--- config.mk ---
export PLATFORM = sky130hd
export DESIGN_NAME = vx_dcache_req_arb
export DESIGN_NICKNAME = d
export VERILOG_FILES = /design/src/rtl/vx_dcache_req_arb_pkg.sv /design/src/rtl/vx_rr_arbiter.sv /design/src/rtl/vx_dcache_req_arb.sv
export SDC_FILE = /design/constraint.sdc
export NUM_CORES = 1
export LEC_CHECK = 0
export ABC_AREA = 1
export CORE_AREA = 3 3 240 242
export CTS_CLUSTER_DIAMETER = 50
export DETAILED_ROUTE_END_ITERATION = 6
export DIE_AREA = 0 0 243 245
export SLEW_MARGIN = 20
export SYNTH_ARGS = -nofsm -noshare
export SYNTH_HDL_FRONTEND = slang
export SYNTH_SLANG_ARGS = --single-unit
--- constraint.sdc ---
create_clock -name clk -period 7.8 [get_ports clk]
set_clock_uncertainty 0.2 [all_clocks]
set_input_delay 1.56 -clock clk [delete_from_list [all_inputs] [get_ports clk]]
set_output_delay 1.56 -clock clk [all_outputs]
set_load 0.02 [all_outputs]
--- src/rtl/vx_dcache_req_arb_pkg.sv ---
// Shared constants and extended-tag helpers for the data-cache request arbiter.
// The DFLT_* values are the default configuration. The helpers use the default
// widths; the parameterised RTL packs and unpacks tags with plain slicing.
package vx_dcache_req_arb_pkg;

  localparam int unsigned DFLT_NUM_REQS    = 4;
  localparam int unsigned DFLT_ADDR_WIDTH  = 32;
  localparam int unsigned DFLT_DATA_SIZE   = 4;
  localparam int unsigned DFLT_TAG_WIDTH   = 8;
  localparam int unsigned DFLT_MAX_PENDING = 16;

  localparam int unsigned IDX_BITS      = $clog2(DFLT_NUM_REQS);
  localparam int unsigned PENDING_BITS  = $clog2(DFLT_MAX_PENDING) + 1;
  localparam int unsigned EXT_TAG_WIDTH = DFLT_TAG_WIDTH + IDX_BITS;

  // Memory-side tag: source tag in the upper bits, channel index in the low bits.
  typedef struct packed {
    logic [DFLT_TAG_WIDTH-1:0] tag;
    logic [IDX_BITS-1:0]       idx;
  } ext_tag_t;

  function automatic ext_tag_t pack_tag(input logic [DFLT_TAG_WIDTH-1:0] tag,
                                        input logic [IDX_BITS-1:0]       idx);
    ext_tag_t t;
    t.tag = tag;
    t.idx = idx;
    return t;
  endfunction

  function automatic logic [IDX_BITS-1:0] tag_idx(input ext_tag_t t);
    return t.idx;
  endfunction

  function automatic logic [DFLT_TAG_WIDTH-1:0] tag_src(input ext_tag_t t);
    return t.tag;
  endfunction

endpackage

--- src/rtl/vx_rr_arbiter.sv ---
// Round-robin arbiter with an enable.
// Ports: clk, reset (async, active low); req - request vector; en - a grant may
// be issued this cycle; grant_c - one-hot grant; grant_idx_c - granted index;
// grant_vld_c - a grant is issued. The search starts at the channel after the
// last granted one. The pointer holds when nothing is granted.
module vx_rr_arbiter
  import vx_dcache_req_arb_pkg::*;
#(
  parameter int unsigned NUM_REQS = DFLT_NUM_REQS,
  localparam int unsigned IDX_W   = $clog2(NUM_REQS)
) (
  input  logic                clk,
  input  logic                reset,
  input  logic [NUM_REQS-1:0] req,
  input  logic                en,
  output logic [NUM_REQS-1:0] grant_c,
  output logic [IDX_W-1:0]    grant_idx_c,
  output logic                grant_vld_c
);

  logic [IDX_W-1:0] ptr_q, ptr_d;
  logic [IDX_W-1:0] cand;
  logic             found;

  // First requester at or after the pointer. The index wraps naturally because
  // NUM_REQS is a power of two.
  always_comb begin
    grant_c     = '0;
    grant_idx_c = '0;
    found       = 1'b0;
    cand        = '0;
    ptr_d       = ptr_q;
    for (int unsigned i = 0; i < NUM_REQS; i++) begin
      cand = ptr_q + IDX_W'(i);
      if (!found && req[cand]) begin
        found       = 1'b1;
        grant_idx_c = cand;
      end
    end
    grant_vld_c = en && found;
    if (grant_vld_c) begin
      grant_c[grant_idx_c] = 1'b1;
      ptr_d                = grant_idx_c + IDX_W'(1);
    end
  end

  always_ff @(posedge clk or negedge reset) begin
    if (!reset) ptr_q <= '0;
    else        ptr_q <= ptr_d;
  end

endmodule

--- src/rtl/vx_dcache_req_arb.sv ---
// Merges NUM_REQS data-cache request channels into one memory request port.
// Ports: clk, reset (async, active low); in_req_* - per-channel requests with
// in_req_ready = grant; in_rsp_* - responses routed back to the source channel
// (data and tag broadcast, valid one-hot); out_req_* - merged, registered
// request with tag {in_tag, idx}; out_rsp_* - memory response input;
// pending_count - outstanding reads; busy - reads pending or output stage full.
module vx_dcache_req_arb
  import vx_dcache_req_arb_pkg::*;
#(
  parameter int unsigned NUM_REQS    = DFLT_NUM_REQS,
  parameter int unsigned ADDR_WIDTH  = DFLT_ADDR_WIDTH,
  parameter int unsigned DATA_SIZE   = DFLT_DATA_SIZE,
  parameter int unsigned TAG_WIDTH   = DFLT_TAG_WIDTH,
  parameter int unsigned MAX_PENDING = DFLT_MAX_PENDING,
  localparam int unsigned IDX_W      = $clog2(NUM_REQS),
  localparam int unsigned DATA_W     = DATA_SIZE * 8,
  localparam int unsigned OTAG_W     = TAG_WIDTH + IDX_W,
  localparam int unsigned PEND_W     = $clog2(MAX_PENDING) + 1
) (
  input  logic                          clk,
  input  logic                          reset,
  input  logic [NUM_REQS-1:0]           in_req_valid,
  input  logic [NUM_REQS-1:0]           in_req_rw,
  input  logic [NUM_REQS*ADDR_WIDTH-1:0] in_req_addr,
  input  logic [NUM_REQS*DATA_SIZE-1:0] in_req_byteen,
  input  logic [NUM_REQS*DATA_W-1:0]    in_req_data,
  input  logic [NUM_REQS*TAG_WIDTH-1:0] in_req_tag,
  output logic [NUM_REQS-1:0]           in_req_ready,
  output logic [NUM_REQS-1:0]           in_rsp_valid,
  output logic [NUM_REQS*DATA_W-1:0]    in_rsp_data,
  output logic [NUM_REQS*TAG_WIDTH-1:0] in_rsp_tag,
  input  logic [NUM_REQS-1:0]           in_rsp_ready,
  output logic                          out_req_valid,
  output logic                          out_req_rw,
  output logic [ADDR_WIDTH-1:0]         out_req_addr,
  output logic [DATA_SIZE-1:0]          out_req_byteen,
  output logic [DATA_W-1:0]             out_req_data,
  output logic [OTAG_W-1:0]             out_req_tag,
  input  logic                          out_req_ready,
  input  logic                          out_rsp_valid,
  input  logic [DATA_W-1:0]             out_rsp_data,
  input  logic [OTAG_W-1:0]             out_rsp_tag,
  output logic                          out_rsp_ready,
  output logic [PEND_W-1:0]             pending_count,
  output logic                          busy
);

  logic [NUM_REQS-1:0] arb_req, grant;
  logic [IDX_W-1:0]    gidx;
  logic                gvld, stage_ready, pend_full, pend_inc, pend_dec;

  logic                  out_valid_q, out_valid_d;
  logic                  out_rw_q, out_rw_d;
  logic [ADDR_WIDTH-1:0] out_addr_q, out_addr_d;
  logic [DATA_SIZE-1:0]  out_byteen_q, out_byteen_d;
  logic [DATA_W-1:0]     out_data_q, out_data_d;
  logic [OTAG_W-1:0]     out_tag_q, out_tag_d;

  logic [PEND_W-1:0]     pending_q, pending_d;
  logic                  busy_q, busy_d;

  logic                  rsp_valid_q, rsp_valid_d;
  logic [IDX_W-1:0]      rsp_idx_q, rsp_idx_d;
  logic [TAG_WIDTH-1:0]  rsp_tag_q, rsp_tag_d;
  logic [DATA_W-1:0]     rsp_data_q, rsp_data_d;

  // Reads are hidden from the arbiter at the pending limit so writes still win.
  assign pend_full   = (pending_q == PEND_W'(MAX_PENDING));
  assign stage_ready = !out_valid_q || out_req_ready;
  assign arb_req     = in_req_valid & (in_req_rw | {NUM_REQS{!pend_full}});

  vx_rr_arbiter #(.NUM_REQS(NUM_REQS)) u_arb (
    .clk         (clk),
    .reset       (reset),
    .req         (arb_req),
    .en          (reset && stage_ready),
    .grant_c     (grant),
    .grant_idx_c (gidx),
    .grant_vld_c (gvld)
  );

  assign in_req_ready = grant;
  assign pend_inc     = gvld && !in_req_rw[gidx];
  // The response register is empty or drains into its channel this cycle.
  assign out_rsp_ready = reset && (!rsp_valid_q || in_rsp_ready[rsp_idx_q]);
  assign pend_dec      = out_rsp_valid && out_rsp_ready;

  // Next state for the output stage, the pending counter and the response register.
  always_comb begin
    out_valid_d  = out_valid_q;
    out_rw_d     = out_rw_q;
    out_addr_d   = out_addr_q;
    out_byteen_d = out_byteen_q;
    out_data_d   = out_data_q;
    out_tag_d    = out_tag_q;
    pending_d    = pending_q;
    rsp_valid_d  = rsp_valid_q;
    rsp_idx_d    = rsp_idx_q;
    rsp_tag_d    = rsp_tag_q;
    rsp_data_d   = rsp_data_q;

    if (out_valid_q && out_req_ready) out_valid_d = 1'b0;
    if (gvld) begin
      out_valid_d  = 1'b1;
      out_rw_d     = in_req_rw[gidx];
      out_addr_d   = in_req_addr[gidx*ADDR_WIDTH +: ADDR_WIDTH];
      out_byteen_d = in_req_byteen[gidx*DATA_SIZE +: DATA_SIZE];
      out_data_d   = in_req_data[gidx*DATA_W +: DATA_W];
      out_tag_d    = {in_req_tag[gidx*TAG_WIDTH +: TAG_WIDTH], gidx};
    end

    if (pend_inc && !pend_dec)      pending_d = pending_q + PEND_W'(1);
    else if (pend_dec && !pend_inc) pending_d = pending_q - PEND_W'(1);

    if (rsp_valid_q && in_rsp_ready[rsp_idx_q]) rsp_valid_d = 1'b0;
    if (pend_dec) begin
      rsp_valid_d = 1'b1;
      rsp_idx_d   = out_rsp_tag[IDX_W-1:0];
      rsp_tag_d   = out_rsp_tag[OTAG_W-1:IDX_W];
      rsp_data_d  = out_rsp_data;
    end

    busy_d = (pending_d != '0) || out_valid_d;
  end

  always_ff @(posedge clk or negedge reset) begin
    if (!reset) begin
      out_valid_q  <= 1'b0;
      out_rw_q     <= 1'b0;
      out_addr_q   <= '0;
      out_byteen_q <= '0;
      out_data_q   <= '0;
      out_tag_q    <= '0;
      pending_q    <= '0;
      busy_q       <= 1'b0;
      rsp_valid_q  <= 1'b0;
      rsp_idx_q    <= '0;
      rsp_tag_q    <= '0;
      rsp_data_q   <= '0;
    end else begin
      out_valid_q  <= out_valid_d;
      out_rw_q     <= out_rw_d;
      out_addr_q   <= out_addr_d;
      out_byteen_q <= out_byteen_d;
      out_data_q   <= out_data_d;
      out_tag_q    <= out_tag_d;
      pending_q    <= pending_d;
      busy_q       <= busy_d;
      rsp_valid_q  <= rsp_valid_d;
      rsp_idx_q    <= rsp_idx_d;
      rsp_tag_q    <= rsp_tag_d;
      rsp_data_q   <= rsp_data_d;
    end
  end

  assign out_req_valid  = out_valid_q;
  assign out_req_rw     = out_rw_q;
  assign out_req_addr   = out_addr_q;
  assign out_req_byteen = out_byteen_q;
  assign out_req_data   = out_data_q;
  assign out_req_tag    = out_tag_q;
  assign pending_count  = pending_q;
  assign busy           = busy_q;
  assign in_rsp_valid   = rsp_valid_q ? (NUM_REQS'(1) << rsp_idx_q) : '0;
  assign in_rsp_data    = {NUM_REQS{rsp_data_q}};
  assign in_rsp_tag     = {NUM_REQS{rsp_tag_q}};

  // A response with nothing outstanding, or aimed at a nonexistent channel, is a protocol error.
  a_rsp_has_pending: assert property (@(posedge clk) disable iff (!reset)
    (out_rsp_valid && out_rsp_ready) |-> (pending_q != '0));
  a_rsp_idx_range: assert property (@(posedge clk) disable iff (!reset)
    out_rsp_valid |-> (32'(out_rsp_tag[IDX_W-1:0]) < NUM_REQS));

endmodule

### After elaboration in Yosys (flattened, before gate mapping)

Cells that the tools add are included.

| storage, ports and cells | value |
|---|---|
| word-level logic and storage cells | 91 |
| output and inout port bits | 255 |
| register bits | 131 |

| cells by class | value |
|---|---|
| add/subtract/negate cells | 6 |
| reduce and logical (&&, ||, !) cells | 27 |
| mux-type cells | 30 |
| order comparisons | 7 |
| shift operators | 5 |
| bitwise logic cells | 2 |
| equality and inequality tests | 1 |

Operators by type and width:

| kind | number |
|---|---|
| $shiftx 128x8->32 | 2 |
| $shiftx 32x6->8 | 1 |
| $lt 2x3->1 const B | 6 |
| $shiftx 16x5->4 | 1 |
| $mux 1 | 15 |
| $logic_and 1x1->1 | 13 |
| $bmux 1 s2 | 6 |
| $mux 5 | 2 |
| $logic_not 1->1 | 9 |
| $mux 2 | 4 |
| $mux 4 | 2 |
| $add 5x1->5 const B | 1 |
| $eq 5x5->1 const B | 1 |
| $reduce_bool 5->1 | 1 |
| $sub 5x1->5 const B | 1 |
| $add 2x1->2 const B | 2 |
| $add 2x2->2 const B | 2 |
| $and 4x4->4 | 1 |
| $or 4x4->4 | 1 |
| $shl 1x2->4 const A | 1 |
| $logic_or 1x1->1 | 3 |
| $demux 1 s2 | 1 |
| $ge 2x1->1 const B | 1 |
| $reduce_bool 2->1 | 1 |

### Logic depth before layout (Yosys ltp)

Gate-level depths: netlist of run 1.

| logic depth | value |
|---|---|
| word-level depth | 26 |
| mapped depth | 23 |

### By module

From an unflattened synthesis of run 1, not the netlist that was laid out.

| second synthesis, totals | value |
|---|---|
| cells, all modules | 1167 |
| area total of the unflattened synthesis | 8584.5 um2 |

Modules (own cells, without submodules):

| module | instances | area an instance (um2) | cells each |
|---|---|---|---|
| vx_dcache_req_arb | 1 | 8109.0 | 1082 |
| vx_rr_arbiter | 1 | 475.5 | 85 |

### Least setup slack after synthesis of run 1

No wires, ideal clock.

| timing | value |
|---|---|
| path type | input to output |
| from | input port in_req_rw[3] |
| to | output port in_req_ready[3] |
| required time | 6.040 ns |
| slack | 2.878 ns |
| stages on the path | 14 |
| arrival time | 3.162 ns |
| cell sequence | inv_1 -> nand3_1 -> nand3_1 -> nand3_1 -> nand2_2 -> nand2_2 -> nand3_1 -> nand3_2 -> clkinv_2 -> buf_6 -> buf_6 -> ha_1 -> inv_1 -> nor2_1 |

| between the ends | value |
|---|---|
| longest elaborated chain between the ends | 19 |
| elaborated cells on any way between the ends | 31 |
| classes of those cells | order compare (2); mux (19); bitwise (2); reduce/logical (8) |

RTL lines:

| item | RTL line | source |
|---|---|---|
| from (decl) | vx_dcache_req_arb.sv:23 | `input logic [NUM_REQS-1:0] in_req_rw,` |
| $or 4x4->4 * | vx_dcache_req_arb.sv:70 | `assign arb_req = in_req_valid & (in_req_rw \| {NUM_REQS{!pend_full}});` |
| $and 4x4->4 * | vx_dcache_req_arb.sv:70 |  |
| $bmux 1 s2 | vx_rr_arbiter.sv:35 | `if (!found && req[cand]) begin` |
| $mux 1 (implied by the code) | vx_rr_arbiter.sv:35 |  |
| $mux 1 | vx_rr_arbiter.sv:35 |  |
| $logic_not 1->1 | vx_rr_arbiter.sv:35 |  |
| $logic_and 1x1->1 | vx_rr_arbiter.sv:35 |  |
| $mux 1 | vx_rr_arbiter.sv:35 |  |
| [4 not listed] | -- |  |
| $logic_and 1x1->1 | vx_rr_arbiter.sv:35 |  |
| $mux 2 * | vx_rr_arbiter.sv:35 |  |
| net gidx[0] | vx_dcache_req_arb.sv:49 | `logic [IDX_W-1:0] gidx;` |
| $lt 2x3->1 (implied by the code) or $ge 2x1->1 (tied branches) | vx_rr_arbiter.sv:42 | `grant_c[grant_idx_c] = 1'b1;` |
| $logic_and 1x1->1 (implied by the code) | vx_rr_arbiter.sv:42 |  |
| $mux 1 (implied by the code) | vx_rr_arbiter.sv:42 |  |
| $demux 1 s2 * | -- |  |
| $mux 4 * | vx_rr_arbiter.sv:41 | `if (grant_vld_c) begin` |
| to (decl) | vx_dcache_req_arb.sv:28 | `output logic [NUM_REQS-1:0] in_req_ready,` |

Mark *: on every way through the listed nets, which the timed path passes. The rest lies on a longest branch. The select of a mux whose other input is x is not followed.

### Worst setup path in the final report of run 1

| timing | value |
|---|---|
| from | input port in_req_rw[1] |
| to | output port in_req_ready[3] |

| between the ends | value |
|---|---|
| longest elaborated chain between the ends | 19 |
| elaborated cells on any way between the ends | 31 |
| classes of those cells | order compare (2); mux (19); bitwise (2); reduce/logical (8) |

RTL lines:

| item | RTL line |
|---|---|
| $or 4x4->4 * | vx_dcache_req_arb.sv:70 |
| $and 4x4->4 * | vx_dcache_req_arb.sv:70 |
| $bmux 1 s2 | vx_rr_arbiter.sv:35 |
| $mux 1 (implied by the code) | vx_rr_arbiter.sv:35 |
| $mux 1 | vx_rr_arbiter.sv:35 |
| $logic_not 1->1 | vx_rr_arbiter.sv:35 |
| $logic_and 1x1->1 | vx_rr_arbiter.sv:35 |
| $mux 1 | vx_rr_arbiter.sv:35 |
| [3 not listed] | -- |
| $logic_not 1->1 | vx_rr_arbiter.sv:35 |
| $logic_and 1x1->1 | vx_rr_arbiter.sv:35 |
| $mux 2 | vx_rr_arbiter.sv:35 |
| $lt 2x3->1 (implied by the code) or $ge 2x1->1 (tied branches) | vx_rr_arbiter.sv:42 |
| $logic_and 1x1->1 (implied by the code) | vx_rr_arbiter.sv:42 |
| $mux 1 (implied by the code) | vx_rr_arbiter.sv:42 |
| $demux 1 s2 | -- |
| $mux 4 * | vx_rr_arbiter.sv:41 |

Mark *: on every way between the ends. The rest lies on a longest branch, timed or not. The select of a mux whose other input is x is not followed.

==> out/qor.txt, run 1 <==
status = finished, final reports clean
fraction of layout cells with a size suffix above 1 = 8.16%
Post-Syn Area = 8890 um^2
global placement routability congestion = 0.904
DRC viols = 0
Worst Path Required = 6.04 ns
worst-skew pair later-pin latency = 0.46 ns
final period utilization = 80.8%
FF-to-FF path depth = 19
Setup WS post-layout = 1.50 ns
Routed wire per std cell = 20.6 um
Post-Syn Instances = 1071
Post-synth ARST share = 100%
syn avg cell area = 8.31 um^2
Seq/Total Area, Yosys = 36.9%
CP arrival = 4.54 ns
DIE HEIGHT = 245 um
Pre-Repair DR Iteration Count = 4
commonest non-fill, non-tap cell in the layout = clkdlybuf4s50_1
DP Worst Slack = 1.45 ns
fill count = 5979
largest net degree at the start of global routing = 124
r2r startpoint = pending_count[0]$_DFF_PN0_
root buf cell = clkbuf_16
maximum clock rate = 0.159 GHz
measured slew at the worst slew-check pin = 0.953 ns
Setup crit end kind = output pin
Num CTS Buffers = 17
first-pass GRT wire length = 67700 um
Max Fanout on Critical Path = 33
flop and latch count out of synthesis = 131
# setup viols final = 0
DP HPWL = 35900 um
setup bufs post-CTS = 0
Distinct cells, synth = 30
Max Slew Vio Count = 0
DR iter-0 viols = 377
PwrDens = 514 nW/um^2
H-tree depth = 4
number of antenna violations at the first check in global routing = 9
Initial Utilization = 16.1%
# port buffers = 616
total of warnings raised by yosys = 0
NumNets Final = 1887
Vias/cell = 4.20
aggregate global routing overflow = 0
hold path depth = 1
startpoint types = input port
placed cells = 2247
core area = 55300 um^2
leading cell types in the layout, fill and taps excluded = clkdlybuf4s50_1, nand2_1, a21oi_1
PostCTS Resize Cnt = 0
Final ANT Viol Nets = 0
Post-Route Setup TNS = 0 ns
CP Cell Sequence = clkdlybuf4s50_1 -> inv_1 -> nand3_1 -> nand3_1 -> nand2_1 -> nand2_1 -> nand2_1 -> nand2_2 -> nand3_1 -> nand3_4 -> inv_4 -> ha_1 -> inv_1 -> nor2_1 -> clkdlybuf4s50_1
Leak = 6.64 nW
Synth-to-Final Area Change = 73.4%
Post-Layout Cell Count = 2280
unrepaired setup endpoints after global routing = false
Via Count = 9580
register-to-register setup slack = 3.04 ns
Max-cap violations = 0
CTS max path bufs = 2
GRT Util Overall = 15.4%
drt total wl = 46900 um
die area = 59500 um^2
Die X = 243 um
I/O Pins = 617
number of core rows = 86
max incr delay on CP = 0.64 ns
Tot Pwr = 7.92 mW
TritonCTS clock tree = done
number of buffer and inverter stages on the critical path = 5
Post-CTS Hold Buffers = 0
reg-to-reg critical path endpoint = out_req_data[31]$_DFFE_PN0P_
final hold vios = 0
vias in the first global route = 10170
slowest cell on the critical path = clkdlybuf4s50_1
Hold Path End = out_req_data[11]$_DFFE_PN0P_
Synthesized Nets = 1440
CP Class = in2out
worst min path class = reg2reg
Max-slew headroom = 36.5%
Worst IR Drop VDD = 0.000357 V
Hold Crit Start = out_req_data[11]$_DFFE_PN0P_
Most used DFF post-synth = dfrtp_1
clock-pin slew on the worst setup and hold paths = 0.06 ns
clk sinks = 131
critical path's top delay family = buffers and inverters
number of synthesized flops with an enable pin = 0
fin crit period = 6.30 ns
-- where the power goes --
group	switching (mW)	internal [mW]	total [mW]
sequential	0.319	1.01	1.33
clock	0.359	0.521	0.880
combinational	3.53	2.18	5.71
-- stage by stage --
step	cell area [um^2]	util (%)	hold slack, ns
floorplan	8890	-	0.391
global placement	14800	26.7	0.259
detailed placement	14800	26.7	0.265
CTS	15400	27.9	0.281
global route	15400	27.9	0.290
finish	15400	27.9	0.274
-- routing by layer --
metal / vias to the layer above / GRT usage, % / routed length (um)
li1: 4446 / - / -
met1: 4632 / 17.9 / 19000
met2: 458 / 27.7 / 24200
met3: 44 / 3.92 / 3000
met4: 0 / 4.45 / 728
met5: - / 0 / 0
-- cells in the mapped netlist, types with 9 or more instances --
cell	n	area, um^2
buf_2	33	165
a21oi_1	153	766
a221oi_1	12	105
buf_6	9	101
nand3_1	34	170
a21o_1	76	571
dfrtp_1	131	3280
nand2_1	321	1200
clkbuf_1	27	101
inv_1	26	97.6
a221oi_2	64	961
buf_4	125	938
-- worst max path at each step --
stage,depth (start not counted),endpoint,startpoint,slack [ns]
floorplan,14,in_req_ready[3],in_req_rw[3],2.88
global placement,15,in_req_ready[1],in_req_rw[3],1.43
detailed placement,15,in_req_ready[3],in_req_rw[3],1.45
CTS,15,in_req_ready[3],in_req_rw[3],1.44
global route,16,in_req_ready[1],in_req_rw[1],1.21
finish,15,in_req_ready[3],in_req_rw[1],1.50
-- cell families (layout without fill, tap and decap cells) --
kind of cell	Yosys count	in the layout	share of synthesized area [%]
AND/OR/NAND/NOR	385	385	17.7
AO/OA/AOI/OAI	314	314	27.7
buffers and inverters	227	687	16.1
flip-flops	131	131	36.9
adder cells (fa/ha/maj)	7	7	0.985
XOR/XNOR	7	7	0.689
other	0	1	0
-- cell type report --
| class | instances | area [um^2] | share of cell area (%) |
|---|---|---|---|
| clock buffer | 18 | 439 | 2.85 |
| antenna | 1 | 2.50 | 0.0162 |
| inverter | 30 | 116 | 0.755 |
| multi-input combinational | 713 | 4210 | 27.3 |
| tap | 748 | 936 | 6.07 |
| clock inverter | 14 | 189 | 1.23 |
| timing repair buffer | 625 | 6250 | 40.5 |
| sequential | 131 | 3280 | 21.3 |
-- registers in the layout, summed over array words and instances, names as in the netlist --
name and count:
rsp_data_q 32, u_arb.ptr_q 2, rsp_tag_q 8, out_req_data 32, rsp_valid_q 1, out_req_tag 10
pending_count 5, busy 1, out_req_rw 1, out_req_valid 1, out_req_byteen 4, out_req_addr 32
rsp_idx_q 2
Power figures use the tool's default switching activity.
==> run 2: changes to the inputs <==
Settings changed: CORE_AREA 3 3 240 242 to 3 3 239 241, DIE_AREA 0 0 243 245 to 0 0 242 244.
Clock period 7.8 ns to 5.07 ns, I/O delays scaled along.
==> run 2 against run 1 <==
  * Critical path depth is the same
  * Core utilization grew 0.18 points
  * Cell count grew 0.31%
  * Combinational power grew 57%
  * Routed wire length grew 3.3%
  * Largest power group unchanged
  * Highest routed layer is now met5
==> out/qor.txt, run 2 (synthesis gave the netlist of run 1 again) <==
Vias/cell = 4.29 (was 4.20)
Via Count = 9802 (was 9580)
Num CTS Buffers = 17 (unchanged)
Worst IR Drop VDD = 0.000710 V (was 0.000357 V)
Pre-Repair DR Iteration Count = 5 (was 4)
register area = 3280 um^2 (unchanged)
global placement routability congestion = 1.01 (was 0.904)
vias in the first global route = 10170 (unchanged)
DR iter-0 viols = 571 (was 377)
measured slew at the worst slew-check pin = 0.931 ns (was 0.953 ns)
Max Slew Vio Count = 0 (unchanged)
Post-CTS Hold Buffers = 0 (unchanged)
DRC viols = 0 (unchanged)
# port buffers = 616 (unchanged)
maximum clock rate = 0.211 GHz
unrepaired setup endpoints after global routing = false (unchanged)
TritonCTS clock tree = done (unchanged)
Max-cap violations = 0 (unchanged)
Die X = 242 um (was 243 um)
Setup crit end kind = output pin (unchanged)
crit-path most repeated cell = nand3_1
CP Class = in2out (unchanged)
slowest cell on the critical path = clkdlybuf4s50_1 (unchanged)
fraction of layout cells with a size suffix above 1 = 8.58% (was 8.16%)
GRT Util Overall = 16.0% (was 15.4%)
final period utilization = 93.5%
H-tree depth = 4 (unchanged)
DP HPWL = 37700 um (was 35900 um)
DIE HEIGHT = 244 um (was 245 um)
aggregate global routing overflow = 0 (unchanged)
final hold vios = 0 (unchanged)
PostCTS Resize Cnt = 0 (unchanged)
PwrDens = 798 nW/um^2 (was 514 nW/um^2)
Max-slew headroom = 37.9% (was 36.5%)
Worst Path Required = 3.86 ns (was 6.04 ns)
fin crit period = 4.74 ns
setup bufs post-CTS = 0 (unchanged)
max incr delay on CP = 0.61 ns (was 0.64 ns)
Initial Utilization = 16.1% (about the same)
first-pass GRT wire length = 69900 um (was 67700 um)
I/O Pins = 617 (unchanged)
hold slack = 0.275 ns (was 0.274 ns)
startpoint types = input port (unchanged)
clock-pin slew on the worst setup and hold paths = 0.06 ns (about the same)
die area = 59000 um^2 (was 59500 um^2)
root buf cell = clkbuf_16 (unchanged)
worst-skew pair later-pin latency = 0.46 ns (about the same)
fill count = 5911 (was 5979)
CP arrival = 3.53 ns (was 4.54 ns)
Leak = 6.67 nW (was 6.64 nW)
core area = 55100 um^2 (was 55300 um^2)
leading cell types in the layout, fill and taps excluded = clkdlybuf4s50_1, nand2_1, a21oi_1 (unchanged)
Max Fanout on Critical Path = 8 (was 33)
drt total wl = 48400 um (was 46900 um)
CTS max path bufs = 2 (unchanged)
critical path's top delay family = buffers and inverters (unchanged)
antenna cells = 0 (was 1)
number of buffer and inverter stages on the critical path = 5 (unchanged)
number of core rows = 86 (unchanged)
# setup viols final = 0 (unchanged)
NumNets Final = 1895 (was 1887)
Final ANT Viol Nets = 0 (unchanged)
worst min path class = reg2reg (unchanged)
clk sinks = 131 (unchanged)
status = finished, final reports clean (unchanged)
Post-Route Setup TNS = 0 ns (unchanged)
number of antenna violations at the first check in global routing = 12 (was 9)
commonest non-fill, non-tap cell in the layout = clkdlybuf4s50_1 (unchanged)
largest net degree at the start of global routing = 117 (was 124)
CP Cell Sequence = clkdlybuf4s50_1 -> inv_1 -> nand3_1 -> nand3_1 -> nand3_1 -> nand2_2 -> nand2_2 -> nand2_1 -> nand3_1 -> nand2_4 -> clkinv_2 -> ha_1 -> inv_1 -> nor2_1 -> clkdlybuf4s50_1 (was clkdlybuf4s50_1 -> inv_1 -> nand3_1 -> nand3_1 -> nand2_1 -> nand2_1 -> nand2_1 -> nand2_2 -> nand3_1 -> nand3_4 -> inv_4 -> ha_1 -> inv_1 -> nor2_1 -> clkdlybuf4s50_1)
Synth-to-Final Area Change = 73.8% (was 73.4%)
Routed wire per std cell = 21.2 um (was 20.6 um)
area occupied by multi-input gates = 4210 um^2 (unchanged)
==> run 2: changes by cell type in the layout (fill, tap and decap cells not counted), sizes merged <==
cell	delta
buf	+8
clkinv	+3
inv	-3
clkbuf	+1
clkinvlp	-1
diode	-1
==> run 2: metrics by stage <==
stage / utilization (%) / worst slack (ns) / cell area [um^2] / instances / power (mW)
2_1_floorplan: - / 1.24 / 8890 / 1071 / 8.00
5_1_grt: 28.1 / 0.161 / 15500 / 2287 / 13.2
6_report: 28.1 / 0.328 / 15500 / 2287 / 12.3
3_3_place_gp: 26.9 / 0.406 / 14800 / 2255 / 11.0
3_5_place_dp: 26.9 / 0.351 / 14800 / 2255 / 11.1
4_1_cts: 28.1 / 0.394 / 15500 / 2287 / 12.5
==> run 2: power by group <==
part	leakage, nW	switching [mW]	internal, mW	total [mW]
registers	1.61	0.502	1.55	2.06
clock network	0.299	0.544	0.794	1.34
logic	4.76	5.52	3.42	8.94
==> run 2: worst paths after layout <==
path,from,to,slack (ns),cells past startpoint
setup / recovery,in_req_rw[3],in_req_ready[0],0.33,15
hold / removal,out_req_data[15]$_DFFE_PN0P_,out_req_data[15]$_DFFE_PN0P_,0.27,1
setup reg to reg,pending_count[0]$_DFF_PN0_,out_req_tag[4]$_DFFE_PN0P_,1.01,17
hold reg to reg,out_req_data[15]$_DFFE_PN0P_,out_req_data[15]$_DFFE_PN0P_,0.27,1
max in group asynchronous,reset,out_req_addr[24]$_DFFE_PN0P_,3.06,2
min in group asynchronous,reset,out_req_data[10]$_DFFE_PN0P_,0.28,1
==> run 2: layer usage <==
layer	vias to the layer above	global-route usage, %	part of all wire, %
met2	512	28.7	51
met3	62	4.68	7.1
met1	4760	18.5	40
met4	4	4.23	1.8
met5	-	0	0.047
li1	4464	-	-
==> run 2: cell type report <==
cell class	instances	area share (%)
Inverter	30	0.753
Tap cell	748	6.05
Timing Repair Buffer	633	40.8
Sequential cell	131	21.2
Multi-Input combinational cell	713	27.2
Clock buffer	19	2.86
Clock inverter	13	1.12
==> run 2: worst reg2reg max path: stages (launching register included) <==
cell and delay (ns):
dfrtp_1 0.46, inv_1 0.14, ha_1 0.16, nand2_1 0.06
inv_1 0.13, nand3_1 0.14, nand3_1 0.18, nand3_1 0.16
nand2_2 0.15, nand2_2 0.08, nand2_1 0.07, nand3_1 0.13
nand2_4 0.12, buf_4 0.22, buf_4 0.59, a21oi_1 0.25
a221oi_1 0.63, a21o_1 0.14
==> run 3: changes to the inputs <==
Settings changed: CORE_AREA 3 3 239 241 to 3 3 242 244, DIE_AREA 0 0 242 244 to 0 0 245 247.
Clock period 5.07 ns to 4.4 ns, I/O delays scaled along.
==> run 3 against run 2 <==
  * Total power rose by 16%
  * Setup slack got worse by 0.062 ns
  * Sequential power rose by 16%
  * Clock-buffer cell count fell by 2
  * Sequential share of layout area fell by 0.22 points
  * Hold slack got worse by 0.19 ns
  * Combinational power rose by 15%
==> out/qor.txt, run 3 (synthesis gave the netlist of run 1 again) <==
clock-pin slew on the worst setup and hold paths = 0.06 ns (about the same)
PwrDens = 918 nW/um^2 (was 798 nW/um^2)
DIE HEIGHT = 247 um (was 244 um)
aggregate global routing overflow = 0 (unchanged)
measured slew at the worst slew-check pin = 0.895 ns (was 0.931 ns)
# setup viols final = 0 (unchanged)
Final ANT Viol Nets = 0 (unchanged)
Max-cap violations = 0 (unchanged)
area occupied by multi-input gates = 4220 um^2 (was 4210 um^2)
CTS max path bufs = 2 (unchanged)
Tot Pwr = 14.3 mW (was 12.3 mW)
I/O Pins = 617 (unchanged)
unrepaired setup endpoints after global routing = false (unchanged)
Max Slew Vio Count = 0 (unchanged)
Worst IR Drop VDD = 0.00107 V (was 0.000710 V)
Initial Utilization = 15.7% (was 16.1%)
worst min path class = in2async (was reg2reg)
status = finished, final reports clean (unchanged)
vias in the first global route = 10152 (was 10170)
Leak = 6.76 nW (was 6.67 nW)
CP Cell Sequence = clkdlybuf4s50_1 -> inv_1 -> nand3_1 -> nand3_1 -> nand2_2 -> nand2_1 -> nand2_1 -> nand2_2 -> nand2_1 -> nand3_1 -> nand2_4 -> clkinv_2 -> ha_1 -> inv_1 -> nor2_1 -> dlygate4sd2_1 (was clkdlybuf4s50_1 -> inv_1 -> nand3_1 -> nand3_1 -> nand3_1 -> nand2_2 -> nand2_2 -> nand2_1 -> nand3_1 -> nand2_4 -> clkinv_2 -> ha_1 -> inv_1 -> nor2_1 -> clkdlybuf4s50_1)
fin crit period = 4.13 ns
register area = 3280 um^2 (about the same)
number of antenna violations at the first check in global routing = 5 (was 12)
DP Area = 15000 um^2 (was 14800 um^2)
Design Area, Final = 15600 um^2 (was 15500 um^2)
CP Class = in2out (unchanged)
fraction of layout cells with a size suffix above 1 = 9.81% (was 8.58%)
Num CTS Buffers = 17 (unchanged)
TritonCTS clock tree = done (unchanged)
hold slack = 0.0869 ns (was 0.275 ns)
worst-skew pair later-pin latency = 0.46 ns (about the same)
DRC viols = 0 (unchanged)
Max Fanout on Critical Path = 5 (was 8)
Die X = 245 um (was 242 um)
startpoint types = input port (unchanged)
slowest cell on the critical path = clkdlybuf4s50_1 (unchanged)
Pre-Repair DR Iteration Count = 5 (unchanged)
max incr delay on CP = 0.47 ns (was 0.61 ns)
DR iter-0 viols = 510 (was 571)
largest net degree at the start of global routing = 153 (was 117)
placed cells = 2274 (was 2255)
commonest non-fill, non-tap cell in the layout = clkdlybuf4s50_1 (unchanged)
final hold vios = 0 (unchanged)
critical path's top delay family = buffers and inverters (unchanged)
CP arrival = 3.05 ns (was 3.53 ns)
DP HPWL = 35800 um (was 37700 um)
final period utilization = 93.9%
maximum clock rate = 0.242 GHz
die area = 60500 um^2 (was 59000 um^2)
first-pass GRT wire length = 66200 um (was 69900 um)
core area = 56500 um^2 (was 55100 um^2)
Via Count = 9678 (was 9802)
number of core rows = 87 (was 86)
Routed wire per std cell = 20.0 um (was 21.2 um)
fill count = 5935 (was 5911)
Post-CTS Hold Buffers = 0 (unchanged)
drt total wl = 46200 um (was 48400 um)
leading cell types in the layout, fill and taps excluded = clkdlybuf4s50_1, nand2_1, a21oi_1 (unchanged)
Synth-to-Final Area Change = 75.8% (was 73.8%)
NumNets Final = 1906 (was 1895)
GRT Util Overall = 14.7% (was 16.0%)
Worst Path Required = 3.32 ns (was 3.86 ns)
Setup crit end kind = output pin (unchanged)
root buf cell = clkbuf_16 (unchanged)
Max-slew headroom = 40.3% (was 37.9%)
global placement routability congestion = 0.892 (was 1.01)
# port buffers = 616 (unchanged)
Post-Layout Cell Count = 2306 (was 2287)
Vias/cell = 4.20 (was 4.29)
clk sinks = 131 (unchanged)
number of buffer and inverter stages on the critical path = 5 (unchanged)
setup bufs post-CTS = 0 (unchanged)
H-tree depth = 4 (unchanged)
==> run 3: cell count changes in the layout (fill, tap and decap cells not counted), moves of 2 or more <==
cell / delta
clkbuf_2: +2
buf_12: +3
nand3_2: +2
buf_4: +9
nand3_1: -2
dfrtp_1: -2
bufinv_16: +2
clkdlybuf4s50_1: -4
dfrtp_2: +2
==> run 3: stage by stage <==
step	setup TNS, ns	utilization (%)	worst slack [ns]
after floorplan	0	-	0.835
after global placement	0	26.5	0.00811
after detailed placement	-0.152	26.5	-0.103
after CTS	0	27.7	0.0817
after global routing	0	27.7	0.0504
final	0	27.7	0.266
==> run 3: final timing paths <==
check / startpoint / to / slack [ns] / cells after the start
hold / removal: reset / out_req_data[11]$_DFFE_PN0P_ / 0.09 / 1
hold reg to reg: out_req_data[19]$_DFFE_PN0P_ / out_req_data[19]$_DFFE_PN0P_ / 0.28 / 1
max in group asynchronous: reset / out_req_addr[22]$_DFFE_PN0P_ / 2.77 / 2
setup reg to reg: pending_count[0]$_DFF_PN0_ / out_req_addr[31]$_DFFE_PN0P_ / 0.63 / 18
min in group clk: out_req_data[19]$_DFFE_PN0P_ / out_req_data[19]$_DFFE_PN0P_ / 0.28 / 1
setup / recovery: in_req_rw[3] / in_req_ready[0] / 0.27 / 16
==> run 3: layout make-up <==
type	count	area share (%)
repair buffers	644	41.0
multi-input cells	713	27.0
flip-flops and latches	131	21.0
well taps	756	6.05
clock buffers	17	2.72
clock inverters	14	1.45
inverters	30	0.744
diodes	1	0.0160
==> run 3: per-layer routing <==
layer	GRT usage, %	up-vias	part of all wire (%)
li1	-	4482	-
met5	0	-	0.078
met3	4.87	64	8.6
met4	4.64	6	1.8
met1	16.6	4615	39
met2	26.1	511	51
==> run 3: where the power goes <==
part / internal, mW / total [mW] / switching, mW
combinational: 4.07 / 10.3 / 6.25
clock: 1.01 / 1.63 / 0.620
sequential: 1.79 / 2.38 / 0.591
==> run 3: timing repair <==
action | CTS | global route
setup endpoints to repair | 3 | 4
resized for setup | 3 | 10
hold endpoints to repair | 0 | 0
